==> src/rtl/lsu_mem_ctrl.sv <==
// ---------------------------------------------------------------------------
// lsu_mem_ctrl
//   Load/store unit, initiator side of the data memory interface. Converts
//   RV32I loads and stores (LB/LH/LW/LBU/LHU/SB/SH/SW) into aligned
//   whole-word memory transactions. Loads extract and sign/zero-extend the
//   addressed byte or halfword. Sub-word stores are done as
//   read-modify-write. Misaligned accesses and illegal funct3 are reported
//   as errors without touching memory.
//
// Optional feature (compile-time macro):
//   LSU_BOUNDS_CHECK_EN  - when defined, an access whose aligned word
//                          address + 3 >= MEM_BYTES is an error, detected
//                          at accept. When undefined the address is passed
//                          through unchanged.
//
// Parameters:
//   MEM_BYTES     data memory size in bytes (bounds check only)
//
// Ports:
//   clk_i         clock, all state updates on posedge
//   rst_i         synchronous active-high reset
//   req_valid_i   core requests an access
//   req_ready_o   high only in IDLE; accept = req_valid_i && req_ready_o
//   req_we_i      1 = store, 0 = load
//   req_funct3_i  RV32I funct3 (000 B, 001 H, 010 W, 100 BU, 101 HU)
//   req_addr_i    byte address
//   req_wdata_i   store data (low bits used for SB/SH)
//   resp_valid_o  one-cycle completion pulse
//   resp_rdata_o  extended load data, 0 for stores and errors
//   resp_err_o    error flag, qualified by resp_valid_o
//   mem_addr_o    word-aligned memory address
//   mem_wdata_o   full word to write
//   mem_re_o      memory read enable
//   mem_we_o      memory write enable (one cycle per write)
//   mem_rdata_i   combinational memory read data
// ---------------------------------------------------------------------------
module lsu_mem_ctrl #(
  parameter int unsigned MEM_BYTES = 1024
) (
  input  logic        clk_i,
  input  logic        rst_i,
  input  logic        req_valid_i,
  output logic        req_ready_o,
  input  logic        req_we_i,
  input  logic [2:0]  req_funct3_i,
  input  logic [31:0] req_addr_i,
  input  logic [31:0] req_wdata_i,
  output logic        resp_valid_o,
  output logic [31:0] resp_rdata_o,
  output logic        resp_err_o,
  output logic [31:0] mem_addr_o,
  output logic [31:0] mem_wdata_o,
  output logic        mem_re_o,
  output logic        mem_we_o,
  input  logic [31:0] mem_rdata_i
);

  // FSM encoding
  localparam logic [2:0] ST_IDLE   = 3'd0;
  localparam logic [2:0] ST_LOAD   = 3'd1;
  localparam logic [2:0] ST_RMW_RD = 3'd2;
  localparam logic [2:0] ST_WR     = 3'd3;
  localparam logic [2:0] ST_RESP   = 3'd4;

  // funct3 encodings
  localparam logic [2:0] F3_B  = 3'b000;
  localparam logic [2:0] F3_H  = 3'b001;
  localparam logic [2:0] F3_W  = 3'b010;
  localparam logic [2:0] F3_BU = 3'b100;
  localparam logic [2:0] F3_HU = 3'b101;

  // Memory size widened by one bit so "address + 3" cannot wrap.
  localparam logic [32:0] MEM_LIMIT = 33'(MEM_BYTES);

  // Request legality: alignment, funct3 legality and (optionally) bounds.
  function automatic logic req_error(input logic        we,
                                     input logic [2:0]  f3,
                                     input logic [31:0] addr);
    logic err;
    case (f3)
      F3_B:    err = 1'b0;
      F3_H:    err = addr[0];
      F3_W:    err = (addr[1:0] != 2'b00);
      F3_BU:   err = we;              // no unsigned store variant
      F3_HU:   err = we | addr[0];
      default: err = 1'b1;
    endcase
`ifdef LSU_BOUNDS_CHECK_EN
    if (({1'b0, addr[31:2], 2'b00} + 33'd3) >= MEM_LIMIT) begin
      err = 1'b1;
    end else begin
      err = err;
    end
`endif
    return err;
  endfunction

  // Little-endian byte/halfword extraction with sign or zero extension.
  function automatic logic [31:0] load_extract(input logic [31:0] word,
                                               input logic [2:0]  f3,
                                               input logic [1:0]  off);
    logic [7:0]  b;
    logic [15:0] h;
    logic [31:0] res;
    b = word[{off, 3'b000} +: 8];
    h = word[{off[1], 4'b0000} +: 16];
    case (f3)
      F3_B:    res = {{24{b[7]}}, b};
      F3_BU:   res = {24'd0, b};
      F3_H:    res = {{16{h[15]}}, h};
      F3_HU:   res = {16'd0, h};
      F3_W:    res = word;
      default: res = 32'd0;
    endcase
    return res;
  endfunction

  // Merge store data into the word read back for a sub-word store.
  function automatic logic [31:0] store_merge(input logic [31:0] old_word,
                                              input logic [31:0] wdata,
                                              input logic [2:0]  f3,
                                              input logic [1:0]  off);
    logic [31:0] res;
    res = old_word;
    case (f3)
      F3_B:    res[{off, 3'b000} +: 8] = wdata[7:0];
      F3_H:    res[{off[1], 4'b0000} +: 16] = wdata[15:0];
      default: res = old_word;
    endcase
    return res;
  endfunction

  logic [2:0]  state_q,      state_d;
  logic        we_q,         we_d;
  logic [2:0]  funct3_q,     funct3_d;
  logic [31:0] addr_q,       addr_d;
  logic [31:0] wdata_q,      wdata_d;     // store data, later merged word
  logic        req_ready_q,  req_ready_d;
  logic        resp_valid_q, resp_valid_d;
  logic [31:0] resp_rdata_q, resp_rdata_d;
  logic        resp_err_q,   resp_err_d;
  logic        mem_re_q,     mem_re_d;
  logic        mem_we_q,     mem_we_d;
  logic [31:0] mem_addr_q,   mem_addr_d;
  logic [31:0] mem_wdata_q,  mem_wdata_d;
  logic        accept_s;
  logic        req_err_s;

`ifndef LSU_BOUNDS_CHECK_EN
  // The memory size only matters when bounds checking is compiled in.
  logic unused_mem_limit_s;
  assign unused_mem_limit_s = ^MEM_LIMIT;
`endif

  assign accept_s  = req_valid_i & req_ready_q;
  assign req_err_s = req_error(req_we_i, req_funct3_i, req_addr_i);

  // Next-state, request capture and response data.
  always_comb begin
    state_d      = state_q;
    we_d         = we_q;
    funct3_d     = funct3_q;
    addr_d       = addr_q;
    wdata_d      = wdata_q;
    resp_rdata_d = 32'd0;
    resp_err_d   = 1'b0;
    case (state_q)
      ST_IDLE: begin
        if (accept_s) begin
          we_d     = req_we_i;
          funct3_d = req_funct3_i;
          addr_d   = req_addr_i;
          wdata_d  = req_wdata_i;
          if (req_err_s) begin
            state_d    = ST_RESP;
            resp_err_d = 1'b1;
          end else if (!req_we_i) begin
            state_d = ST_LOAD;
          end else if (req_funct3_i == F3_W) begin
            state_d = ST_WR;
          end else begin
            state_d = ST_RMW_RD;
          end
        end else begin
          state_d = ST_IDLE;
        end
      end
      ST_LOAD: begin
        if (we_q) begin
          resp_rdata_d = 32'd0;
        end else begin
          resp_rdata_d = load_extract(mem_rdata_i, funct3_q, addr_q[1:0]);
        end
        state_d = ST_RESP;
      end
      ST_RMW_RD: begin
        wdata_d = store_merge(mem_rdata_i, wdata_q, funct3_q, addr_q[1:0]);
        state_d = ST_WR;
      end
      ST_WR:   state_d = ST_RESP;
      ST_RESP: state_d = ST_IDLE;
      default: state_d = ST_IDLE;
    endcase
  end

  // Output decode from the next state so every output leaves a flop.
  always_comb begin
    req_ready_d  = (state_d == ST_IDLE);
    resp_valid_d = (state_d == ST_RESP);
    mem_re_d     = (state_d == ST_LOAD) || (state_d == ST_RMW_RD);
    mem_we_d     = (state_d == ST_WR);
    if (mem_re_d || mem_we_d) begin
      mem_addr_d = {addr_d[31:2], 2'b00};
    end else begin
      mem_addr_d = 32'd0;
    end
    if (mem_we_d) begin
      mem_wdata_d = wdata_d;
    end else begin
      mem_wdata_d = 32'd0;
    end
  end

  // State and output registers with synchronous reset.
  always_ff @(posedge clk_i) begin
    if (rst_i) begin
      state_q      <= ST_IDLE;
      we_q         <= 1'b0;
      funct3_q     <= 3'd0;
      addr_q       <= 32'd0;
      wdata_q      <= 32'd0;
      req_ready_q  <= 1'b1;
      resp_valid_q <= 1'b0;
      resp_rdata_q <= 32'd0;
      resp_err_q   <= 1'b0;
      mem_re_q     <= 1'b0;
      mem_we_q     <= 1'b0;
      mem_addr_q   <= 32'd0;
      mem_wdata_q  <= 32'd0;
    end else begin
      state_q      <= state_d;
      we_q         <= we_d;
      funct3_q     <= funct3_d;
      addr_q       <= addr_d;
      wdata_q      <= wdata_d;
      req_ready_q  <= req_ready_d;
      resp_valid_q <= resp_valid_d;
      resp_rdata_q <= resp_rdata_d;
      resp_err_q   <= resp_err_d;
      mem_re_q     <= mem_re_d;
      mem_we_q     <= mem_we_d;
      mem_addr_q   <= mem_addr_d;
      mem_wdata_q  <= mem_wdata_d;
    end
  end

  assign req_ready_o  = req_ready_q;
  assign resp_valid_o = resp_valid_q;
  assign resp_rdata_o = resp_rdata_q;
  assign resp_err_o   = resp_err_q;
  assign mem_re_o     = mem_re_q;
  assign mem_we_o     = mem_we_q;
  assign mem_addr_o   = mem_addr_q;
  assign mem_wdata_o  = mem_wdata_q;

endmodule

==> config.mk <==
export PLATFORM = sky130hd
export DESIGN_NAME = lsu_mem_ctrl
export DESIGN_NICKNAME = d
export VERILOG_FILES = /design/src/rtl/lsu_mem_ctrl.sv
export SDC_FILE = /design/constraint.sdc
export NUM_CORES = 1
export LEC_CHECK = 0
export CORE_MARGIN = 1
export CORE_UTILIZATION = 49
export CTS_CLUSTER_DIAMETER = 30
export DETAILED_ROUTE_END_ITERATION = 12
export PLACE_DENSITY = 0.85
export SYNTH_ARGS = -nofsm -noshare
export SYNTH_HDL_FRONTEND = slang
export SYNTH_SLANG_ARGS = --single-unit
==> constraint.sdc <==
create_clock -name clk_i -period 5.6 [get_ports clk_i]
set_clock_uncertainty 0.05 [all_clocks]
set_input_delay 1.12 -clock clk_i [delete_from_list [all_inputs] [get_ports clk_i]]
set_output_delay 1.12 -clock clk_i [all_outputs]
set_load 0.01 [all_outputs]
==> results.json, run 1 <==
{
  "status": "finished, final reports clean",
  "cts_sinks": 170,
  "antenna_found_initial": 0,
  "std_cell_rows": 40,
  "worstSetupStartpointType": "input pin",
  "first_pass_iters": 7,
  "dp_hpwl_um": 13400,
  "ctsHtreeMaxLevel": 4,
  "hp-class": "flip-flop to flip-flop",
  "clockRootBuffer": "clkbuf_16",
  "numPortBuffers": 201,
  "clock_latency_ns": 0.43,
  "vias": 5604,
  "synthFlopType": "dfxtp_1",
  "area_growth_pct": 43.2,
  "synth_cell_types": 49,
  "worst_ep_arrival_time_ns": 3.77,
  "fmax_ghz": 0.288,
  "syn_avg_cell_area_um2": 10.0,
  "leakagePower_nw": 3.34,
  "synth-seq-cells": 170,
  "netlist_instances": 619,
  "synth-async-reset-ratio": 0,
  "fin_nets": 910,
  "rsz0062_at_grt": "false",
  "synth_seq_area_share": 0.548,
  "grt_usage": 0.296,
  "rr_worst_depth": 5,
  "initialDrtViolationCount": 618,
  "diodes": 0,
  "maxCapViolations": 0,
  "grt_first_pass_wirelength_um": 29100,
  "r2r-start": "state_q[2]$_SDFF_PP0_",
  "clockBufferDepth": 2,
  "reg2reg_slack_ns": 2.93,
  "core_mm2": 0.0122,
  "hold_slack_ns": 0.439,
  "busiest_layer": "met2",
  "die-width_um": 115,
  "grt_util_met3": 0.119,
  "drt_wl_total_um": 19000,
  "fin_area_mm2": 0.00889,
  "slew_headroom": 0.126,
  "setup_slack_ns": 2.13,
  "p_per_area_mw_per_mm2": 332,
  "ctsHoldBuffers": 0,
  "grt.met1_usage": 0.344,
  "setup_viol": 0,
  "drv_slew": 0,
  "ant_nets": 0,
  "hold_viol": 0,
  "synth_edf_count": 0,
  "timing.rr.end": "mem_wdata_o[12]$_SDFF_PP0_",
  "critPathMaxFanout": 33,
  "drc": 0,
  "criticalPathCategory": "input pin to flip-flop",
  "grt_max_degree": 43,
  "final_common_cell": "clkdlybuf4s50_1",
  "final_min_period_over_clock_period": 0.620,
  "post_drt_wl_per_cell_um": 19.4,
  "cts_resized": 0,
  "drive_above_1_share": 0.0736,
  "clk_pin_slew_ns": 0.06,
  "dp_slack_ns": 1.73,
  "io_pins": 204,
  "syn_area_mm2": 0.00621,
  "initial_core_util": 0.510,
  "yosysWarnings": 0,
  "grt-ovfl-total": 0,
  "place_area_mm2": 0.00827,
  "vias_per_cell": 5.70,
  "dieArea_mm2": 0.0131,
  "use_met2": 0.476,
  "grt_pass1_vias": 5468,
  "crit_end": "mem_wdata_o[29]$_SDFF_PP0_",
  "cp-end-kind": "flip-flop",
  "worst_pin_slew_ns": 1.31,
  "cts_tree": "built",
  "die_h_um": 115,
  "max-vdd-ir-drop_uv": 259,
  "crit_start": "req_funct3_i[2]",
  "cts_made_buffers": 17,
  "final_cell_mix": "200 x clkdlybuf4s50_1, 170 x dfxtp_1, 135 x nor2_1",
  "gp_congestion": 0.962,
  "tns_ns": 0,
  "cts_setup_buffers": 0,
  "crit_required_ns": 5.89,
  "fin_crit_ns": 3.47
}
==> kinds of logic (layout without fill, tap and decap cells) <==
group	count (synthesis)	after routing	share of synthesized area
fa+ha+maj	5	5	0.0101
compound gates	141	141	0.176
other cells	1	2	0.000604
buf+inv	52	247	0.0395
flops	170	170	0.548
mux	44	44	0.0764
simple gates	206	206	0.149
==> synth_stat cells (all sizes together) (7+ instances only) <==
library cell	count	area, um2
a22o	32	280
buf	14	103
mux2	7	78.8
o21ai	7	35.0
a22oi	13	97.6
nor2b	19	129
inv	9	33.8
a21oi	36	180
a32o	7	70.1
mux2i	35	350
nand2	28	105
a221o	8	80.1
dfxtp	170	3400
a221oi	25	219
clkbuf	29	109
nor2	135	507
==> sequential cells by signal, summed over array words and instances (netlist names) <==
register	cells
addr_q	32
mem_wdata_o	32
resp_rdata_o	32
wdata_q	32
mem_addr_o	30
funct3_q	3
state_q	3
mem_re_o	1
mem_we_o	1
req_ready_o	1
resp_err_o	1
resp_valid_o	1
we_q	1
==> worst max-delay path, stage by stage <==
cell	delay [ns]
clkdlybuf4s50_1	0.46
or4_4	0.56
a2111oi_4	0.46
a31oi_1	0.17
or2_1	0.68
nor2_1	0.29
==> worst min path at each step <==
stage | from | to | slack [ns] | depth (start not counted)
3_5_place_dp | addr_q[22]$_SDFF_PP0_ | mem_addr_o[22]$_SDFF_PP0_ | 0.43 | 2
2_1_floorplan | addr_q[10]$_SDFF_PP0_ | addr_q[10]$_SDFF_PP0_ | 0.41 | 2
6_report | addr_q[20]$_SDFF_PP0_ | addr_q[20]$_SDFF_PP0_ | 0.44 | 2
3_3_place_gp | addr_q[3]$_SDFF_PP0_ | mem_addr_o[3]$_SDFF_PP0_ | 0.42 | 2
5_1_grt | addr_q[24]$_SDFF_PP0_ | mem_addr_o[24]$_SDFF_PP0_ | 0.46 | 2
4_1_cts | addr_q[15]$_SDFF_PP0_ | mem_addr_o[15]$_SDFF_PP0_ | 0.44 | 2
==> per-stage QoR <==
step	util	power, W	std cells
finish	0.731	0.00295	983
global route	0.731	0.00305	983
CTS	0.731	0.00296	983
detailed placement	0.680	0.00175	951
global placement	0.680	0.00174	951
floorplan	-	0.00158	620
==> report_power, final <==
part / internal (W) / total [W] / switching [W]
clock: 0.000740 / 0.00121 / 0.000468
combinational: 0.000209 / 0.000436 / 0.000226
sequential: 0.00127 / 0.00130 / 0.0000382
==> area by class of cell <==
cell class / instances / area, um2
clock buffer: 23 / 478
sequential: 170 / 3400
tap: 168 / 210
clock inverter: 9 / 138
timing repair buffer: 206 / 2040
inverter: 9 / 33.8
multi-input combinational: 398 / 2580
fill: 861 / 3270
==> metal layers <==
layer,up-vias,part of all wire
li1,2559,-
met2,370,0.46
met5,-,0
met3,62,0.12
met1,2613,0.38
met4,0,0.038
Power figures use the tool's default switching activity.
==> run 2: changes to the inputs <==
- CORE_UTILIZATION: 49 -> 46
- PLACE_DENSITY: 0.85 -> 0.8
- clock period: 5.6 -> 3.35 ns (I/O delays scaled with it)
==> run 2 against run 1 <==
Total power rose by 65%. Non-clock buffer count grew 9. Global-route usage is 2.0 points lower. Highest routed layer unchanged.
==> results.json, run 2 (synthesis gave the netlist of run 1 again) <==
{
  "status": "finished, final reports clean",
  "die-width_um": 118,
  "cts_resized": 0,
  "area_growth_pct": 44.0,
  "gp_congestion": 0.897,
  "grt_usage": 0.276,
  "cts_tree": "built",
  "p_per_area_mw_per_mm2": 543,
  "max-vdd-ir-drop_uv": 362,
  "drive_above_1_share": 0.0874,
  "fin_nets": 919,
  "initialDrtViolationCount": 506,
  "first_pass_iters": 7,
  "path_depth": 7,
  "holdPathStages": 2,
  "slowest_delay_ns": 0.58,
  "die_h_um": 118,
  "drv_slew": 0,
  "numPortBuffers": 201,
  "power.total_w": 0.00486,
  "cts_setup_buffers": 0,
  "io_pins": 204,
  "worst_ep_arrival_time_ns": 3.05,
  "drc": 0,
  "vias": 5624,
  "vias_per_cell": 5.62,
  "clock_latency_ns": 0.43,
  "reg2reg_slack_ns": 0.87,
  "ant_nets": 0,
  "fin_util": 0.678,
  "critPathMaxFanout": 33,
  "worstSetupStartpointType": "input pin",
  "busiest_layer": "met2",
  "hold-path-endpoint": "mem_addr_o[21]$_SDFF_PP0_",
  "setup_viol": 0,
  "use_met2": 0.426,
  "worst_pin_slew_ns": 0.825,
  "rr_worst_depth": 6,
  "crit_required_ns": 3.65,
  "clockRootBuffer": "clkbuf_16",
  "diodes": 0,
  "initial_core_util": 0.471,
  "dieArea_mm2": 0.0140,
  "grt.met1_usage": 0.342,
  "worstPathBufferInverterCount": 2,
  "hold_start": "addr_q[21]$_SDFF_PP0_",
  "final_common_cell": "clkdlybuf4s50_1",
  "grt-ovfl-total": 0,
  "std_cell_rows": 42,
  "crit_family": "simple AND/OR/NAND/NOR gates",
  "clk_pin_slew_ns": 0.06,
  "core_mm2": 0.0132,
  "nFillCells": 969,
  "timing.rr.end": "wdata_q[20]$_SDFF_PP0_",
  "final_cell_mix": "200 x clkdlybuf4s50_1, 170 x dfxtp_1, 135 x nor2_1",
  "tns_ns": 0,
  "hold_slack_ns": 0.441,
  "r2r-start": "addr_q[0]$_SDFFE_PP0P_",
  "grt_pass1_vias": 5523,
  "antenna_found_initial": 0,
  "grt_first_pass_wirelength_um": 29700,
  "fin_area_mm2": 0.00894,
  "cp-end-kind": "flip-flop",
  "ctsHoldBuffers": 0,
  "path_cells": "clkdlybuf4s50_1 -> or4_4 -> a2111oi_4 -> a31oi_1 -> or2_1 -> buf_4 -> nor2_1",
  "slew_headroom": 0.450,
  "dp_hpwl_um": 13400,
  "ctsHtreeMaxLevel": 4,
  "worst_path_max_delay_cell": "or4_4",
  "hp-class": "flip-flop to flip-flop",
  "rsz0062_at_grt": "false",
  "cts_made_buffers": 17,
  "drt_wl_total_um": 19100,
  "criticalPathCategory": "input pin to flip-flop",
  "fin_crit_ns": 2.75,
  "grt_util_met3": 0.0854,
  "maxCapViolations": 0,
  "cts_sinks": 170,
  "hold_viol": 0,
  "grt_max_degree": 40,
  "place_area_mm2": 0.00835,
  "post_drt_wl_per_cell_um": 19.1,
  "final_min_period_over_clock_period": 0.820,
  "clockBufferDepth": 2,
  "fmax_ghz": 0.364,
  "leakagePower_nw": 3.37
}
[run 2: cell types whose count changed in the layout (fill, tap and decap cells not counted), sizes merged]
cell,before,now
bufinv,3,1
clkbuf,23,19
clkinvlp,1,2
inv,10,15
buf,6,15
[run 2: worst max-delay path by stage]
| stage | from | endpoint | slack [ns] |
|---|---|---|---|
| after detailed placement | req_funct3_i[2] | mem_wdata_o[2]$_SDFF_PP0_ | 0.24 |
| final | req_funct3_i[2] | mem_wdata_o[2]$_SDFF_PP0_ | 0.60 |
| after global routing | req_funct3_i[2] | mem_wdata_o[10]$_SDFF_PP0_ | 0.52 |
| after global placement | req_funct3_i[2] | mem_wdata_o[0]$_SDFF_PP0_ | 0.33 |
| after CTS | req_funct3_i[2] | mem_wdata_o[2]$_SDFF_PP0_ | 0.64 |
| after floorplan | req_addr_i[1] | mem_wdata_o[0]$_SDFF_PP0_ | 0.93 |
[run 2: per-layer routing]
layer | vias up | share of wire | wire length (um)
li1 | 2577 | - | -
met1 | 2630 | 0.41 | 7750
met2 | 357 | 0.44 | 8460
met3 | 60 | 0.11 | 2090
met4 | 0 | 0.044 | 836
met5 | - | 0 | 0
[run 2: layout make-up]
cell class / instances / area, um2 / area share
Timing Repair Buffer: 215 / 2110 / 0.236
Inverter: 9 / 33.8 / 0.00378
Clock buffer: 19 / 453 / 0.0507
Clock inverter: 13 / 135 / 0.0151
Multi-Input combinational cell: 398 / 2580 / 0.289
Sequential cell: 170 / 3400 / 0.381
Tap cell: 176 / 220 / 0.0246
[run 2: worst min-delay path: cells and delay by family, from the launching register on]
kind	cells	cell delay, ns
and+or+nand+nor	1	0.08
muxes	1	0.07
DFF	1	0.31
[run 2: where the power goes]
part           total, W  switching, W  internal [W]
registers       0.00217     0.0000587       0.00212
logic          0.000747      0.000388      0.000359
clock network   0.00193      0.000850       0.00108
[run 2: stage by stage]
| stage | cells | setup slack [ns] |
|---|---|---|
| global placement | 968 | 0.329 |
| finish | 1000 | 0.603 |
| global route | 1000 | 0.518 |
| detailed placement | 968 | 0.237 |
| floorplan | 620 | 0.931 |
| CTS | 1000 | 0.639 |
